`config.mk`:
```
export PLATFORM = sky130hd
export DESIGN_NAME = fifo_reader
export DESIGN_NICKNAME = d
export VERILOG_FILES = /design/src/rtl/fifo_reader_pkg.sv /design/src/rtl/fifo_reader_skid2.sv /design/src/rtl/fifo_reader.sv
export SDC_FILE = /design/constraint.sdc
export NUM_CORES = 1
export LEC_CHECK = 0
export CAP_MARGIN = 20
export CELL_PAD_IN_SITES_DETAIL_PLACEMENT = 0
export CELL_PAD_IN_SITES_GLOBAL_PLACEMENT = 1
export CORE_UTILIZATION = 30
export DETAILED_ROUTE_END_ITERATION = 10
export GPL_TIMING_DRIVEN = 0
export HOLD_SLACK_MARGIN = 0.08
export PLACE_DENSITY = 0.74
export SLEW_MARGIN = 25
export SYNTH_ARGS = -nofsm -noshare
export SYNTH_HDL_FRONTEND = slang
export SYNTH_SLANG_ARGS = --single-unit
```
`constraint.sdc`:
```
create_clock -name CLK -period 1.8 [get_ports CLK]
set_clock_uncertainty 0.2 [all_clocks]
set_input_delay 0.27 -clock CLK [delete_from_list [all_inputs] [get_ports CLK]]
set_output_delay 0.27 -clock CLK [all_outputs]
set_load 0.05 [all_outputs]
```
`src/rtl/fifo_reader_pkg.sv`:
```
// Shared constants for the show-ahead FIFO pop-side reader and its 2-entry output buffer.
package fifo_reader_pkg;

    localparam int unsigned WIDTH_DEF = 8;
    localparam int unsigned BURST_DEF = 4;
    localparam int unsigned CNT_W_DEF = 16;

    // Output buffer occupancy encoding
    localparam int unsigned OCC_W = 2;
    localparam logic [OCC_W-1:0] OCC_EMPTY = 2'd0;
    localparam logic [OCC_W-1:0] OCC_ONE   = 2'd1;
    localparam logic [OCC_W-1:0] OCC_FULL  = 2'd2;

    // Counter width for 0..n-1, never narrower than one bit
    function automatic int unsigned cnt_width(input int unsigned n);
        return (n > 1) ? $clog2(n) : 1;
    endfunction

endpackage

```
`src/rtl/fifo_reader_skid2.sv`:
```
// Two-entry registered buffer: head drives the stream, tail absorbs one word of backpressure.
module fifo_reader_skid2
    import fifo_reader_pkg::*;
#(
    parameter int unsigned WIDTH = WIDTH_DEF
) (
    input  logic             clk,
    input  logic             rst_n,
    input  logic             in_valid,
    input  logic [WIDTH-1:0] in_data,
    output logic             out_valid,
    input  logic             out_ready,
    output logic [WIDTH-1:0] out_data,
    output logic [OCC_W-1:0] occ
);

    logic [OCC_W-1:0] occ_q, occ_d;
    logic [WIDTH-1:0] head_q, head_d;
    logic [WIDTH-1:0] tail_q, tail_d;
    logic             accept;

    always_ff @(posedge clk or negedge rst_n) begin
        if (!rst_n) begin
            occ_q  <= OCC_EMPTY;
            head_q <= '0;
            tail_q <= '0;
        end else begin
            occ_q  <= occ_d;
            head_q <= head_d;
            tail_q <= tail_d;
        end
    end

    // Occupancy moves by in - accept; the producer never offers a word while full
    always_comb begin
        occ_d  = occ_q;
        head_d = head_q;
        tail_d = tail_q;
        accept = (occ_q != OCC_EMPTY) & out_ready;
        case (occ_q)
            OCC_EMPTY: begin
                if (in_valid) begin
                    head_d = in_data;
                    occ_d  = OCC_ONE;
                end
            end
            OCC_ONE: begin
                if (in_valid && accept) begin
                    head_d = in_data;
                end else if (in_valid) begin
                    tail_d = in_data;
                    occ_d  = OCC_FULL;
                end else if (accept) begin
                    occ_d  = OCC_EMPTY;
                end
            end
            OCC_FULL: begin
                if (accept) begin
                    head_d = tail_q;
                    occ_d  = OCC_ONE;
                end
            end
            default: begin
                occ_d = OCC_EMPTY;
            end
        endcase
    end

    assign out_valid = (occ_q != OCC_EMPTY);
    assign out_data  = head_q;
    assign occ       = occ_q;

endmodule

```
`src/rtl/fifo_reader.sv`:
```
// Pops a show-ahead FIFO into a 2-entry buffer and presents it as a valid/ready burst stream.
module fifo_reader
    import fifo_reader_pkg::*;
#(
    parameter int unsigned WIDTH = WIDTH_DEF,
    parameter int unsigned BURST = BURST_DEF,
    parameter int unsigned CNT_W = CNT_W_DEF
) (
    input  logic             CLK,
    input  logic             rst_n,
    input  logic             en,
    input  logic             fifo_empty,
    input  logic [WIDTH-1:0] fifo_data,
    output logic             fifo_pop,
    output logic             out_valid,
    input  logic             out_ready,
    output logic [WIDTH-1:0] out_data,
    output logic             out_last,
    output logic             busy,
    output logic [CNT_W-1:0] word_count
);

    localparam int unsigned BC_W = cnt_width(BURST);
    localparam logic [BC_W-1:0] BEAT_LAST = BC_W'(BURST - 1);

    logic [OCC_W-1:0] occ;
    logic             accept;
    logic [BC_W-1:0]  beat_cnt_q, beat_cnt_d;
    logic [CNT_W-1:0] word_count_q, word_count_d;

    // Pop decision uses only buffer state and FIFO/enable inputs, never out_ready
    assign fifo_pop = rst_n & en & ~fifo_empty & (occ != OCC_FULL);

    fifo_reader_skid2 #(
        .WIDTH(WIDTH)
    ) u_skid2 (
        .clk      (CLK),
        .rst_n    (rst_n),
        .in_valid (fifo_pop),
        .in_data  (fifo_data),
        .out_valid(out_valid),
        .out_ready(out_ready),
        .out_data (out_data),
        .occ      (occ)
    );

    assign accept = out_valid & out_ready;

    always_ff @(posedge CLK or negedge rst_n) begin
        if (!rst_n) begin
            beat_cnt_q   <= '0;
            word_count_q <= '0;
        end else begin
            beat_cnt_q   <= beat_cnt_d;
            word_count_q <= word_count_d;
        end
    end

    always_comb begin
        beat_cnt_d   = beat_cnt_q;
        word_count_d = word_count_q;
        if (accept) begin
            beat_cnt_d   = (beat_cnt_q == BEAT_LAST) ? '0 : beat_cnt_q + BC_W'(1);
            word_count_d = word_count_q + CNT_W'(1);
        end
    end

    assign out_last   = out_valid & (beat_cnt_q == BEAT_LAST);
    assign busy       = out_valid;
    assign word_count = word_count_q;

endmodule

```
# Yosys cells after proc, flatten, opt, wreduce, memory -nomap -nowiden
# Cells that the tools add are included.
dict set report totals {
  ff_bits 36
  input_bits 13
  word_cells 41
}
dict set report classes {
  addsub 2
  n_eq_ne 9
  n_mux 11
  n_bitwise 7
  n_reduce_logical 7
}
# op count
set ops {}
lappend ops {{8-bit 2-to-1 mux} 3}
lappend ops {{8-bit case mux with 3 select lines} 1}
lappend ops {{16-bit by 1-bit adder with 16-bit output (second input constant)} 1}
lappend ops {{2-bit 2-to-1 mux} 6}
lappend ops {{4-bit AND reduction} 2}
lappend ops {{2-bit inequality test (second input constant)} 3}
lappend ops {{2-bit case mux with 3 select lines} 1}
lappend ops {{1-bit bitwise AND} 5}
lappend ops {{2-bit == test (second input constant)} 2}
lappend ops {{2-bit by 1-bit inequality test with 1-bit output (second input constant)} 2}
lappend ops {{3-bit by 2-bit inequality test with 1-bit output (second input constant)} 1}
lappend ops {{3-bit AND reduction} 1}
lappend ops {{3-bit nonzero test} 1}
lappend ops {{2-bit by 1-bit adder with 2-bit output (second input constant)} 1}
lappend ops {{2-bit by 1-bit == test with 1-bit output (second input constant)} 1}
lappend ops {{2-bit logical NOT} 1}
lappend ops {{1-bit inverter} 2}
lappend ops {{2-bit nonzero test} 1}
lappend ops {{1-bit logical AND} 1}

# Logic depth before layout (Yosys ltp)
dict set report logic_depth {
  word_depth 6
  mapped_depth 6
}

# Modules after synthesis
# A second synthesis with hierarchy kept.
dict set report unflattened {
  cells_unflattened 129
  area_unflattened_um2 1681.6
}
# module instances cells_per_inst area_each_um2 seq_area_each_um2
set by_module_without_submodules {}
lappend by_module_without_submodules {fifo_reader_skid2 1 57 863.3 450.4}
lappend by_module_without_submodules {fifo_reader 1 72 818.3 450.4}

# Worst setup path after synthesis
# No wires, ideal clock.
dict set report synth_timing {
  path_kind {register to register}
  from {register word_count_q[0], in the netlist word_count[0]}
  to {register word_count_q[14], in the netlist word_count[14]}
  t_arrival_ps 1613
  required_ps 1459
  slack_ps -153
  path_stages_with_launch 6
  period_less_slack_ps 1953
  path_cell_list {dfrtp_1 -> ha_1 -> o2111a_1 -> and4bb_2 -> nand3_1 -> xnor2_1}
}
dict set report synth_via {
  elab_chain_cells 1
}
# element line_no
set synth_lines {}
lappend synth_lines {{start: declaration} fifo_reader.sv:29} ;# logic [CNT_W-1:0] word_count_q, word_count_d;
lappend synth_lines {{start signal: assignment} fifo_reader.sv:55} ;# word_count_q <= word_count_d;
lappend synth_lines {{16-bit by 1-bit adder with 16-bit output} fifo_reader.sv:64} ;# word_count_d = word_count_q + CNT_W'(1);
# Every way passes these cells.
# A chain may end at the register's enable or synchronous reset.

# Worst setup path after layout
dict set report layout_timing {
  from {register u_skid2.occ_q[0], in the netlist u_skid2.occ[0]}
  to {output out_last}
}
dict set report layout_via {
  elab_chain_cells 2
}
# element line_no
set layout_lines {}
lappend layout_lines {{start: declaration} fifo_reader_skid2.sv:17} ;# logic [OCC_W-1:0] occ_q, occ_d;
lappend layout_lines {{start signal: assignment} fifo_reader_skid2.sv:24} ;# occ_q <= OCC_EMPTY;
lappend layout_lines {{start signal: assignment} fifo_reader_skid2.sv:28} ;# occ_q <= occ_d;
lappend layout_lines {{2-bit nonzero test} fifo_reader_skid2.sv:69} ;# assign out_valid = (occ_q != OCC_EMPTY);
lappend layout_lines {{1-bit bitwise AND} fifo_reader.sv:68} ;# assign out_last = out_valid & (beat_cnt_q == BEAT_LAST);
lappend layout_lines {{end: declaration} fifo_reader.sv:18} ;# output logic out_last,
# Every way passes these cells.

==> flow_summary.json <==
{
  "synth_enable_flop_cells": 0,
  "finalSetupViolations": 0,
  "fill_cells": 505,
  "rows": 26,
  "period_share_pct": 97.9,
  "gr-usage-met2_pct": 22.2,
  "n_antenna_cell": 0,
  "hold_viol": 36,
  "wl_per_cell_um": 13.6,
  "vias_per_cell": 4.67,
  "critPathCaptureType": "output pin",
  "utilization_pct": 44.9,
  "clockBufferDepth": 2,
  "die-width_um": 75.8,
  "required_ns": 1.33,
  "p_leak_nw": 1.15,
  "wl_um": 3530,
  "critPathLaunch": "u_skid2.occ[0]",
  "grt_overflow": 0,
  "synth_flop_cell": "dfrtp_1",
  "yosysSeqAreaShare_pct": 55.2,
  "core_area_um2": 5170,
  "power_frac_seq_pct": 41.5,
  "failed_checks": "hold timing",
  "layout-drive-gt1-share_pct": 31.2,
  "period_minus_slack_ns": 1.76,
  "grt_pass1_wl_um": 5710,
  "postSynthAreaPerCell_um2": 12.2,
  "max_freq_ghz": 0.567,
  "syn_area_um2": 1630,
  "p_per_area_nw_per_um2": 1170,
  "top_usage_layer": "met2",
  "crit_chain": "or2_4 > and2_4 > buf_6",
  "swShare_pct": 36.7,
  "synth_area_leaders": "dfrtp_1 (55%), mux2_2 (6.9%), xor2_1 (4.3%), xnor2_1 (3.8%), o22ai_1 (3.4%)",
  "grt_pass1_vias": 1204,
  "start_util_pct": 31.6,
  "cts_root_buf": "clkbuf_8",
  "place.gp.congestion": 0.728,
  "synthTopCellsByCount": "dfrtp_1 (36), mux2_2 (10), a21oi_1 (9), o22ai_1 (9)",
  "dp_hpwl_um": 2570,
  "holdBufCountCts": 1,
  "switching_power_w": 0.000998,
  "use_met1_pct": 16.9,
  "drc": 0,
  "async_reset_ff_share_pct": 100,
  "yosysWarnings": 0,
  "r2r-start": "u_skid2.occ[1]",
  "die_area_um2": 5740,
  "grtUsageTotal_pct": 13.6,
  "htree_levels": 2,
  "report.final.slew_viol_count": 0,
  "maxCapViolCount": 0,
  "crit_type": "reg2out",
  "cpMaxStageDelayCell": "dfrtp_2",
  "clkPwrFrac_pct": 25.1,
  "status": "finished, violations left",
  "ys_ff_latch": 36,
  "antenna_found_initial": 0,
  "vias": 1210,
  "cpPeakStageDelay_ns": 0.42,
  "die_h_um": 75.8,
  "grt_max_degree": 23,
  "worst_pin_slew_ns": 0.519,
  "nets": 203,
  "hold_class": "in2async",
  "synth.most_common_cell": "dfrtp_1",
  "cts_made_buffers": 5,
  "ios": 41,
  "slew_headroom_pct": 65.6,
  "dr.pass1.iters": 4,
  "grt_setup_unrepaired": "true",
  "port_buffers": 39,
  "yosys.area.top_type_share_pct": 55.2,
  "holdWs_ns": -0.347,
  "ys_types": 34,
  "path_max_fanout": 5,
  "area_delta_synth_final_pct": 42.2,
  "p_int_w": 0.00172,
  "syn_inst": 134,
  "grt_util_met3_pct": 3.97,
  "cts_tree": "built",
  "power_frac_comb_pct": 33.4,
  "multi_input_area_um2": 718,
  "arrival_ns": 1.29,
  "syn_nets": 149,
  "ir_drop_v": 0.000605,
  "clk_pin_slew_ns": 0.07,
  "seq_area_um2": 911,
  "clock_sinks": 36,
  "clkLatencyLatePin_ns": 0.28,
  "drt_iter0_drc": 32,
  "startpoint_type": "flip-flop",
  "synth_top_area_cell": "dfrtp_1",
  "ant_nets": 0,
  "power_w": 0.00272
}
## worst max-delay path, delay by kind of cell (launching register included)
kind	cells	cell delay, ns
flops	1	0.42
buf+inv	1	0.14
simple gates	2	0.45
## what timing repair did
| item | in CTS | in global routing |
|---|---|---|
| pin swaps | 0 | 3 |
| hold endpoints to repair | 37 | 36 |
| gates resized for setup | 55 | 10 |
| endpoints found under the setup margin | 28 | 13 |
| setup buffers | 5 | 2 |
## power by group through the flow
stage | logic [W] | registers, W | clock network (W)
2_1_floorplan | 0.000299 | 0.00145 | 0
3_3_place_gp | 0.000913 | 0.00113 | 0
3_5_place_dp | 0.000943 | 0.00115 | 0
4_1_cts | 0.000905 | 0.00112 | 0.000711
5_1_grt | 0.000970 | 0.00115 | 0.000741
6_report | 0.000908 | 0.00113 | 0.000684
## state kept, by name, summed over array words and instances, names as in the netlist
register	cells
word_count	16
u_skid2.out_data	8
beat_cnt_q	2
u_skid2.occ	2
u_skid2.tail_q	8
## cells by family (layout without fill, tap and decap cells)
kind of cell    after synthesis  in the layout  share of synthesized area [%]
compound gates               23             23                           10.4
xor+xnor                     15             15                           8.05
fa+ha+maj                     2              2                           1.53
buf+inv                      12             67                           3.52
flops                        36             36                           55.2
mux                          11             11                           7.51
simple gates                 35             35                           13.8
## through the flow
stage	setup WS (ns)	TNS, ns	std cells	cell area [um^2]	hold WS [ns]
6_report	0.0376	0	259	2320	-0.347
3_5_place_dp	-0.604	-4.88	244	2140	0.0306
2_1_floorplan	0.00323	0	134	1640	-0.226
4_1_cts	0.00893	0	257	2270	-0.355
5_1_grt	-0.00552	-0.0125	259	2320	-0.348
3_3_place_gp	-1.87	-49.08	243	2120	0.266
## final timing paths
path | end | slack, ns | cells past startpoint
worst min register to register | word_count[15] | 0.28 | 1
min in group CLK | word_count[2] | 0.17 | 3
worst max-delay path | out_last | 0.04 | 3
worst min-delay path | word_count[14] | -0.35 | 1
worst max register to register | u_skid2.tail_q[7] | 0.09 | 4
max in group asynchronous | u_skid2.occ[0] | 1.35 | 2
## cell type report
class	count	share of cell area, %
clock buffer	6	3.12
tap	70	3.77
timing repair buffer	48	19.3
sequential	36	39.2
clock inverter	2	1.51
multi-input combinational	86	30.9
inverter	8	1.29
buffer	3	0.862
## cell usage in the layout, fill, tap and decap left out, types with 2 or more instances in the layout
cell type	instances
a21oi_1	9
and3_1	3
buf_2	2
buf_4	10
buf_6	2
clkbuf_8	5
clkdlybuf4s50_1	10
dfrtp_1	28
dfrtp_2	8
dlygate4sd2_1	22
ha_1	2
inv_1	8
mux2_2	10
nand2_1	5
nand3_1	6
nand4_1	2
nor2_1	2
nor3_1	3
o22ai_1	6
o22ai_2	3
xnor2_1	7
xor2_1	8
## per-layer routing
metal,vias to the layer above,routed length (um)
met4,0,53
li1,577,-
met3,6,180
met5,-,0
met1,594,1560
met2,33,1740
Note: power is estimated with default switching activity, not from simulation.
